$ cat src/rtl/ctrl_pkg.sv
// Shared constants for the 8-bit bus computer: opcodes, T-states and control-word
// bit positions. The ALU and IR blocks use the same opcode constants.
package ctrl_pkg;

    localparam int MAX_STEP    = 5;
    localparam int STEP_W      = 3;
    localparam int SYNC_STAGES = 2;

    typedef enum logic [STEP_W-1:0] {
        T0 = 3'd0,
        T1 = 3'd1,
        T2 = 3'd2,
        T3 = 3'd3,
        T4 = 3'd4
    } t_state_e;

    localparam logic [STEP_W-1:0] LAST_STEP = 3'(MAX_STEP - 1);

    localparam logic [3:0] OP_NOP = 4'b0000;
    localparam logic [3:0] OP_LDA = 4'b0001;
    localparam logic [3:0] OP_ADD = 4'b0010;
    localparam logic [3:0] OP_SUB = 4'b0011;
    localparam logic [3:0] OP_STA = 4'b0100;
    localparam logic [3:0] OP_LDI = 4'b0101;
    localparam logic [3:0] OP_JMP = 4'b0110;
    localparam logic [3:0] OP_JC  = 4'b0111;
    localparam logic [3:0] OP_JZ  = 4'b1000;
    localparam logic [3:0] OP_OUT = 4'b1110;
    localparam logic [3:0] OP_HLT = 4'b1111;

    localparam int CW_W        = 16;
    localparam int CW_PC_ENABLE = 0;
    localparam int CW_PC_OUT    = 1;
    localparam int CW_PC_IN     = 2;
    localparam int CW_MAR_IN    = 3;
    localparam int CW_RAM_IN    = 4;
    localparam int CW_RAM_OUT   = 5;
    localparam int CW_IR_IN     = 6;
    localparam int CW_IR_OUT    = 7;
    localparam int CW_A_IN      = 8;
    localparam int CW_A_OUT     = 9;
    localparam int CW_B_IN      = 10;
    localparam int CW_ALU_OUT   = 11;
    localparam int CW_ALU_SUB   = 12;
    localparam int CW_FLAGS_IN  = 13;
    localparam int CW_OUT_IN    = 14;
    localparam int CW_HALT      = 15;

    // Last T-state of each instruction; undefined opcodes behave as NOP.
    function automatic t_state_e final_step(input logic [3:0] op);
        case (op)
            OP_LDA, OP_STA: final_step = T3;
            OP_ADD, OP_SUB: final_step = T4;
            default:        final_step = T2;
        endcase
    endfunction

endpackage

$ cat src/rtl/control_sequencer_step_button_sync.sv
// Debug step button: synchronizer chain plus rising-edge detect on the negedge
// domain, giving a one-cycle step_pulse per press while step mode is active.
module step_button_sync
    import ctrl_pkg::*;
(
    input  logic clock,
    input  logic reset,
    input  logic step_btn,
    input  logic step_mode,
    output logic step_pulse
);

    genvar gi;
    generate
        for (gi = 0; gi < SYNC_STAGES; gi++) begin : g_sync
            logic q_reg;
            if (gi == 0) begin : g_first
                always_ff @(negedge clock or posedge reset) begin
                    if (reset) q_reg <= 1'b0;
                    else       q_reg <= step_btn;
                end
            end else begin : g_rest
                always_ff @(negedge clock or posedge reset) begin
                    if (reset) q_reg <= 1'b0;
                    else       q_reg <= g_sync[gi-1].q_reg;
                end
            end
        end
    endgenerate

    logic btn_sync;
    logic prev_reg;
    logic mode_reg;

    assign btn_sync = g_sync[SYNC_STAGES-1].q_reg;

    always_ff @(negedge clock or posedge reset) begin
        if (reset) begin
            prev_reg <= 1'b0;
            mode_reg <= 1'b0;
        end else begin
            prev_reg <= btn_sync;
            mode_reg <= step_mode;
        end
    end

    // mode_reg gates out any edge that was in flight when step mode was entered.
    assign step_pulse = step_mode & mode_reg & btn_sync & ~prev_reg;

endmodule

$ cat src/rtl/control_sequencer.sv
// Microcode sequencer: T-state counter and halt latch on negedge, combinational
// decode of {opcode, step, flags, halt} into the bus control lines.
module control_sequencer
    import ctrl_pkg::*;
(
    input  logic       clock,
    input  logic       reset,
    input  logic [3:0] opcode,
    input  logic       carry_flag,
    input  logic       zero_flag,
    input  logic       step_mode,
    input  logic       step_btn,
    output logic       pc_enable,
    output logic       pc_out,
    output logic       pc_in,
    output logic       mar_in,
    output logic       ram_in,
    output logic       ram_out,
    output logic       ir_in,
    output logic       ir_out,
    output logic       a_in,
    output logic       a_out,
    output logic       b_in,
    output logic       alu_out,
    output logic       alu_sub,
    output logic       flags_in,
    output logic       out_in,
    output logic       halt,
    output logic [2:0] step
);

    t_state_e        state_reg, state_next;
    logic            halt_reg, halt_next;
    logic            step_pulse;
    logic            advance;
    logic [CW_W-1:0] cw;

    step_button_sync u_step_button_sync (
        .clock      (clock),
        .reset      (reset),
        .step_btn   (step_btn),
        .step_mode  (step_mode),
        .step_pulse (step_pulse)
    );

    assign advance = ~step_mode | step_pulse;

    always_ff @(negedge clock or posedge reset) begin
        if (reset) begin
            state_reg <= T0;
            halt_reg  <= 1'b0;
        end else begin
            state_reg <= state_next;
            halt_reg  <= halt_next;
        end
    end

    always_comb begin
        state_next = state_reg;
        halt_next  = halt_reg;
        if (!halt_reg && advance) begin
            if (state_reg == T2 && opcode == OP_HLT) begin
                // Step stays frozen at T2 once halted.
                halt_next = 1'b1;
            end else if (state_reg == final_step(opcode) || state_reg == LAST_STEP) begin
                state_next = T0;
            end else begin
                state_next = t_state_e'(state_reg + 3'd1);
            end
        end
    end

    always_comb begin
        cw = '0;
        if (halt_reg) begin
            cw[CW_HALT] = 1'b1;
        end else if (state_reg == T0) begin
            cw[CW_PC_OUT] = 1'b1;
            cw[CW_MAR_IN] = 1'b1;
        end else if (state_reg == T1) begin
            cw[CW_RAM_OUT]   = 1'b1;
            cw[CW_IR_IN]     = 1'b1;
            cw[CW_PC_ENABLE] = 1'b1;
        end else begin
            case ({opcode, state_reg})
                {OP_LDA, T2}, {OP_ADD, T2}, {OP_SUB, T2}, {OP_STA, T2}: begin
                    cw[CW_IR_OUT] = 1'b1;
                    cw[CW_MAR_IN] = 1'b1;
                end
                {OP_LDA, T3}: begin
                    cw[CW_RAM_OUT] = 1'b1;
                    cw[CW_A_IN]    = 1'b1;
                end
                {OP_ADD, T3}, {OP_SUB, T3}: begin
                    cw[CW_RAM_OUT] = 1'b1;
                    cw[CW_B_IN]    = 1'b1;
                end
                {OP_ADD, T4}, {OP_SUB, T4}: begin
                    cw[CW_ALU_OUT]  = 1'b1;
                    cw[CW_A_IN]     = 1'b1;
                    cw[CW_FLAGS_IN] = 1'b1;
                    cw[CW_ALU_SUB]  = (opcode == OP_SUB);
                end
                {OP_STA, T3}: begin
                    cw[CW_A_OUT]  = 1'b1;
                    cw[CW_RAM_IN] = 1'b1;
                end
                {OP_LDI, T2}: begin
                    cw[CW_IR_OUT] = 1'b1;
                    cw[CW_A_IN]   = 1'b1;
                end
                {OP_JMP, T2}: begin
                    cw[CW_IR_OUT] = 1'b1;
                    cw[CW_PC_IN]  = 1'b1;
                end
                {OP_JC, T2}: begin
                    cw[CW_IR_OUT] = carry_flag;
                    cw[CW_PC_IN]  = carry_flag;
                end
                {OP_JZ, T2}: begin
                    cw[CW_IR_OUT] = zero_flag;
                    cw[CW_PC_IN]  = zero_flag;
                end
                {OP_OUT, T2}: begin
                    cw[CW_A_OUT]  = 1'b1;
                    cw[CW_OUT_IN] = 1'b1;
                end
                {OP_HLT, T2}: begin
                    cw[CW_HALT] = 1'b1;
                end
                default: cw = '0;
            endcase
        end
    end

    assign pc_enable = cw[CW_PC_ENABLE];
    assign pc_out    = cw[CW_PC_OUT];
    assign pc_in     = cw[CW_PC_IN];
    assign mar_in    = cw[CW_MAR_IN];
    assign ram_in    = cw[CW_RAM_IN];
    assign ram_out   = cw[CW_RAM_OUT];
    assign ir_in     = cw[CW_IR_IN];
    assign ir_out    = cw[CW_IR_OUT];
    assign a_in      = cw[CW_A_IN];
    assign a_out     = cw[CW_A_OUT];
    assign b_in      = cw[CW_B_IN];
    assign alu_out   = cw[CW_ALU_OUT];
    assign alu_sub   = cw[CW_ALU_SUB];
    assign flags_in  = cw[CW_FLAGS_IN];
    assign out_in    = cw[CW_OUT_IN];
    assign halt      = cw[CW_HALT];
    assign step      = state_reg;

endmodule

$ cat config.mk
export PLATFORM = sky130hd
export DESIGN_NAME = control_sequencer
export DESIGN_NICKNAME = d
export VERILOG_FILES = /design/src/rtl/ctrl_pkg.sv /design/src/rtl/control_sequencer_step_button_sync.sv /design/src/rtl/control_sequencer.sv
export SDC_FILE = /design/constraint.sdc
export NUM_CORES = 1
export LEC_CHECK = 0
export CAP_MARGIN = 20
export CORE_MARGIN = 8
export CORE_UTILIZATION = 45
export DETAILED_ROUTE_END_ITERATION = 10
export GPL_ROUTABILITY_DRIVEN = 0
export GPL_TIMING_DRIVEN = 0
export PLACE_DENSITY = 0.87
export SKIP_CTS_REPAIR_TIMING = 1
export SLEW_MARGIN = 30
export SYNTH_ARGS = -nofsm -noshare
export SYNTH_HDL_FRONTEND = slang
export SYNTH_SLANG_ARGS = --single-unit
export TNS_END_PERCENT = 20
$ cat constraint.sdc
create_clock -name clock -period 2.9 [get_ports clock]
set_clock_uncertainty 0.2 [all_clocks]
set_input_delay 0.435 -clock clock [delete_from_list [all_inputs] [get_ports clock]]
set_output_delay 0.435 -clock clock [all_outputs]
set_load 0.1 [all_outputs]
==> results of run 1 <==
worst max-delay path by stage:
stage / to / cells past startpoint
floorplan: a_out / 7
global placement: a_out / 8
detailed placement: a_out / 8
CTS: a_out / 8
global route: a_out / 7
finish: alu_sub / 6
final cells by class:
| cell class | count | area share [%] |
|---|---|---|
| inverters | 6 | 1.68 |
| clock buffers | 3 | 1.68 |
| multi-input cells | 68 | 46.4 |
| plain buffers | 9 | 5.71 |
| well taps | 16 | 1.50 |
| flip-flops and latches | 8 | 15.0 |
| repair buffers | 33 | 28.1 |
layout by cell type, fill, tap and decap left out, types with 2 or more instances in the layout:
cell type	n
nand2b_4	2
buf_6	8
nand4_1	2
clkdlybuf4s50_1	7
nand3_1	4
clkbuf_4	3
nor2_1	4
dlymetal6s2s_1	2
o21ai_0	4
inv_2	2
nor2_2	2
buf_4	15
buf_12	5
ha_4	3
nor3_1	2
a21o_1	3
dfrtn_1	8
a21oi_1	3
nor4_4	2
a21oi_2	2
inv_1	4
buf_8	3
nand2_1	3
metrics by stage:
| step | cell area, um^2 | instances | hold WS, ps | setup TNS [ps] | utilization [%] |
|---|---|---|---|---|---|
| after floorplan | 825 | 91 | 91.7 | -36610 | - |
| after global placement | 1100 | 133 | 92.7 | -33800 | 71.7 |
| after detailed placement | 1100 | 133 | 95.2 | -34260 | 71.7 |
| after CTS | 1130 | 136 | 85.2 | -38660 | 73.1 |
| after global routing | 1340 | 143 | 94.9 | -22050 | 86.8 |
| final | 1340 | 143 | 84.3 | -20510 | 86.8 |
cell families (layout without fill, tap and decap cells):
family	count (synthesis)	count (layout)
simple gates	40	40
compound gates	22	22
buf+inv	15	51
flops	8	8
fa+ha+maj	4	4
xor+xnor	1	1
mux	1	1
per-layer routing:
| metal | wire (um) | vias to the layer above | global-route usage [%] |
|---|---|---|---|
| met5 | 0 | - | 0 |
| met4 | 55 | 0 | 5.37 |
| met3 | 172 | 6 | 3.15 |
| met2 | 1420 | 48 | 22.8 |
| met1 | 1050 | 427 | 15.0 |
| li1 | - | 404 | - |
power by group:
part	switching, mW	internal (mW)	total, mW
Combinational	0.848	0.430	1.28
Sequential	0.0345	0.141	0.175
Clock	0.0410	0.0476	0.0886
==> flow_summary.toml, run 1 <==
[outcome]
outcome = "finished with violations"
violations = "setup timing"

[yosys]
yosys-top-cells-area = "dfrtn_1 (27%), ha_1 (6.6%), a21oi_1 (3.3%)"
seq_area_frac_synth_pct = 26.6
muxShareOfSynthArea_pct = 1.50
synth_compound_area_share_pct = 20.9
ys_warn_count = 0
synth_fa_ha_area_share_pct = 6.64
syn_avg_cell_area_um2 = 8.28
synth_commonest_cells = "dfrtn_1 (8), inv_1 (6), a21oi_1 (5), nor2_1 (5)"
synth_xor_area_share_pct = 1.16
synth_flop_cell = "dfrtn_1"
synth_top_area_share_pct = 26.6
synth_nets = 105
synth_cell_type_count = 43
synth_enable_flop_cells = 0
synthesis.area_um2 = 753
syn_inst = 91
async_flop_share_pct = 100
synth_top_cell_by_area = "dfrtn_1"
synth-simple-area-share_pct = 32.2
synth_top_family_by_area = "simple AND/OR/NAND/NOR gates"
yosysMostFrequentCell = "dfrtn_1"
synth_seq_cells = 8

[placement]
post-place-ws_ps = -2160
hpwl_mm = 1.66
io_buffers = 26

[pwr]
fin_total_pwr_mw = 1.54
p_leak_nw = 0.615
powerDensity_nw_per_um2 = 1150
ir_worst_vdd_mv = 1.55

[layout]
area_delta_synth_final_pct = 77.6
diodes = 0
fill_cells = 76
seq_area_um2 = 200
drive_gt1_share_pct = 48.8
largest_register_ff_count = 3
multi_input_area_um2 = 621
nets = 143

[global_routing]
grt_use_total_pct = 13.2
antenna_found_initial = 0
grt_pass1_wl_mm = 3.62
grt_pass1_vias = 778
grt_max_degree = 11
grt.overflow.total = 0

[detailed_routing]
dr.first_iter.drc_count = 29
num_vias = 885
post_drt_via_cell_ratio = 6.19
firstDrtPassIters = 4
final_antenna_net_count = 0
routed_wl_mm = 2.70
drc = 0
wl_per_cell_um = 18.9

[setup_path]
r2r_cells = 6
worstSetupPathType = "flop to primary output"
worstPathCellList = "buf_4, nand2_1, or2_1, nor2_2, and2_1, buf_6"
cp_num_buf_inv = 2
rr_endpoint = "step[2]"
rr_startpoint = "step[1]"
critPathCaptureType = "primary output"
crit_slowest_cell = "dfrtn_1"
critPathLaunchType = "flop"
crit_start = "step[2]"
r2r_setup_slack_ps = 890
path_max_fanout = 10
arrival_ps = 3440
crit_required_ps = 2270
slowest_delay_ps = 560
path_delay_family = "simple AND/OR/NAND/NOR gates"

[clocking]
clk_path_buf_depth = 2
cts_root_buf = "clkbuf_4"
numCtsBuffers = 3
cts_max_level = 1
tritoncts = "done"
clk_latency_ps = 270
clkTransAtPathRegs_ps = 50
clkSinkCount = 8

[floorplanning]
initial_core_util_pct = 48.9
core_um2 = 1540
fp.dieArea_um2 = 3240
io_pins = 29
rows = 14
die_height_um = 56.9
dieWidth_um = 56.9

[sta]
setup_viol = 23
rsz0062_at_grt = "true"
slew_viol_final = 0
max_slew_margin_pct = 35.6
setup_ws_ps = -1180
tightest_slew_ps = 965
finalHoldViolCount = 0

[min_path]
min_to = "u_step_button_sync.btn_sync"
min_from = "u_step_button_sync.g_sync[0].q_reg"
hp-class = "flop to flop"
holdPathStages = 0

[flow_run]
cap_viol_max_count = 0
(Power assumes the default switching activity.)
==> inputs of run 2 (changes only) <==
--- a/constraint.sdc
+++ b/constraint.sdc
@@ -3,3 +3,3 @@
 set_input_delay 0.435 -clock clock [delete_from_list [all_inputs] [get_ports clock]]
 set_output_delay 0.435 -clock clock [all_outputs]
-set_load 0.1 [all_outputs]
+set_load 0.005 [all_outputs]
==> flow_summary.toml, run 2 (same netlist as run 1, synthesis figures left out) <==
[setup_path]
cp_num_buf_inv = 3
critPathLaunchType = "flop"
crit_required_ps = 2270
slowest_delay_ps = 600
cp_num_cells = 8
rr_startpoint = "step[0]"
critPathCaptureType = "primary output"
worstPathCellList = "inv_2, ha_4, buf_8, o21bai_4, nand2b_4, nor4_4, or2_1, clkbuf_2"
path_max_fanout = 7
arrival_ps = 3560
rr_endpoint = "step[2]"
r2r_cells = 5
path_delay_family = "flip-flops"
worstSetupPathType = "flop to primary output"
r2r_setup_slack_ps = 950
crit_slowest_cell = "dfrtn_1"

[clocking]
cts_max_level = 1
clkSinkCount = 8
clk_path_buf_depth = 2
clkTransAtPathRegs_ps = 50
tritoncts = "done"
numCtsBuffers = 3
clk_latency_ps = 260
cts_root_buf = "clkbuf_4"

[sta]
max_slew_margin_pct = 60.6
finalHoldViolCount = 0
setup_ws_ps = -1290
tightest_slew_ps = 590
rsz0062_at_grt = "true"
timing.hold.ws_ps = 110
setup_viol = 22
slew_viol_final = 0

[min_path]
min_to = "u_step_button_sync.btn_sync"
hp-class = "flop to flop"
holdPathStages = 0
min_from = "u_step_button_sync.g_sync[0].q_reg"

[floorplanning]
dieWidth_um = 56.9
core_um2 = 1540
die_height_um = 56.9
fp.dieArea_um2 = 3240
rows = 14
io_pins = 29
initial_core_util_pct = 48.9

[pwr]
p_int_mw = 0.591
pwr-share-comb_pct = 74.6
p_leak_nw = 0.604
pwr-share-clk_pct = 8.3
ir_worst_vdd_mv = 0.537
p_sw_mw = 0.462
powerDensity_nw_per_um2 = 838
switching_share_pct = 43.9
seqPwrFrac_pct = 17.2

[layout]
layoutNonFillerInstCount = 148
diodes = 0
layout_commonest_cell = "buf_4"
nets = 148
largest_register_ff_count = 3
drive_gt1_share_pct = 47.0
layout_common_cells = "buf_4 (15), dfrtn_1 (8), clkdlybuf4s50_1 (7), buf_2 (7), clkbuf_2 (7)"
area_delta_synth_final_pct = 66.8

[global_routing]
grt_use_total_pct = 12.3
grt_pass1_wl_mm = 3.44
grt_max_degree = 11
grt_pass1_vias = 762
grt.overflow.total = 0
antenna_found_initial = 0

[detailed_routing]
post_drt_via_cell_ratio = 6.19
dr.first_iter.drc_count = 37
routed_wl_mm = 2.89
final_antenna_net_count = 0
firstDrtPassIters = 4
drc = 0
wl_per_cell_um = 19.5
num_vias = 916

[outcome]
outcome = "finished with violations"
violations = "setup timing"

[placement]
post-place-ws_ps = -1380
hpwl_mm = 1.74
dp.cells = 133
io_buffers = 26

[flow_run]
cap_viol_max_count = 0
-- run 2: cell count changes in the layout (fill, tap and decap cells not counted), sizes merged --
cell	delta
clkbuf	+8
buf	-3
-- run 2: worst reg2reg max path, delay by kind of cell, from the launching register on --
kind	cells	cell delay [ps]
buf+inv	2	300
flops	1	600
compound gates	3	690
-- run 2: routing by layer --
| layer | vias up | global-route usage, % | routed length [um] |
|---|---|---|---|
| li1 | 415 | - | - |
| met1 | 449 | 15.9 | 1150 |
| met2 | 48 | 20.8 | 1520 |
| met3 | 4 | 2.02 | 171 |
| met4 | 0 | 2.68 | 55 |
| met5 | - | 0 | 0 |
-- run 2: worst max-delay path by stage --
stage | to | start | slack [ps]
after global placement | a_out | step[0] | -1400
after floorplan | a_out | step[0] | -740
after global routing | a_out | step[0] | -1420
after detailed placement | a_out | step[0] | -1380
after CTS | a_out | step[0] | -1650
final | a_out | step[0] | -1290
-- run 2: power groups by stage --
stage | Combinational [mW] | Clock [mW] | Sequential, mW
global placement | 0.497 | 0 | 0.179
detailed placement | 0.513 | 0 | 0.179
finish | 0.784 | 0.0873 | 0.181
global route | 0.827 | 0.0981 | 0.185
floorplan | 0.311 | 0 | 0.172
CTS | 0.515 | 0.0844 | 0.178
-- run 2: area by class of cell --
class                   count  area (um^2)
inverters                   6         22.5
plain buffers               9         75.1
fillers                    93          285
multi-input cells          68          627
clock buffers               3         22.5
well taps                  16         20.0
flip-flops and latches      8          200
repair buffers             38          289
-- run 2: stage by stage --
| stage | util [%] | setup TNS (ps) | power (mW) | area [um^2] |
|---|---|---|---|---|
| after global placement | 69.2 | -21130 | 0.676 | 1070 |
| after detailed placement | 69.2 | -21740 | 0.692 | 1070 |
| after floorplan | - | -8970 | 0.484 | 787 |
| after global routing | 81.5 | -22280 | 1.11 | 1260 |
| after CTS | 70.7 | -25920 | 0.778 | 1090 |
| final | 81.5 | -20310 | 1.05 | 1260 |
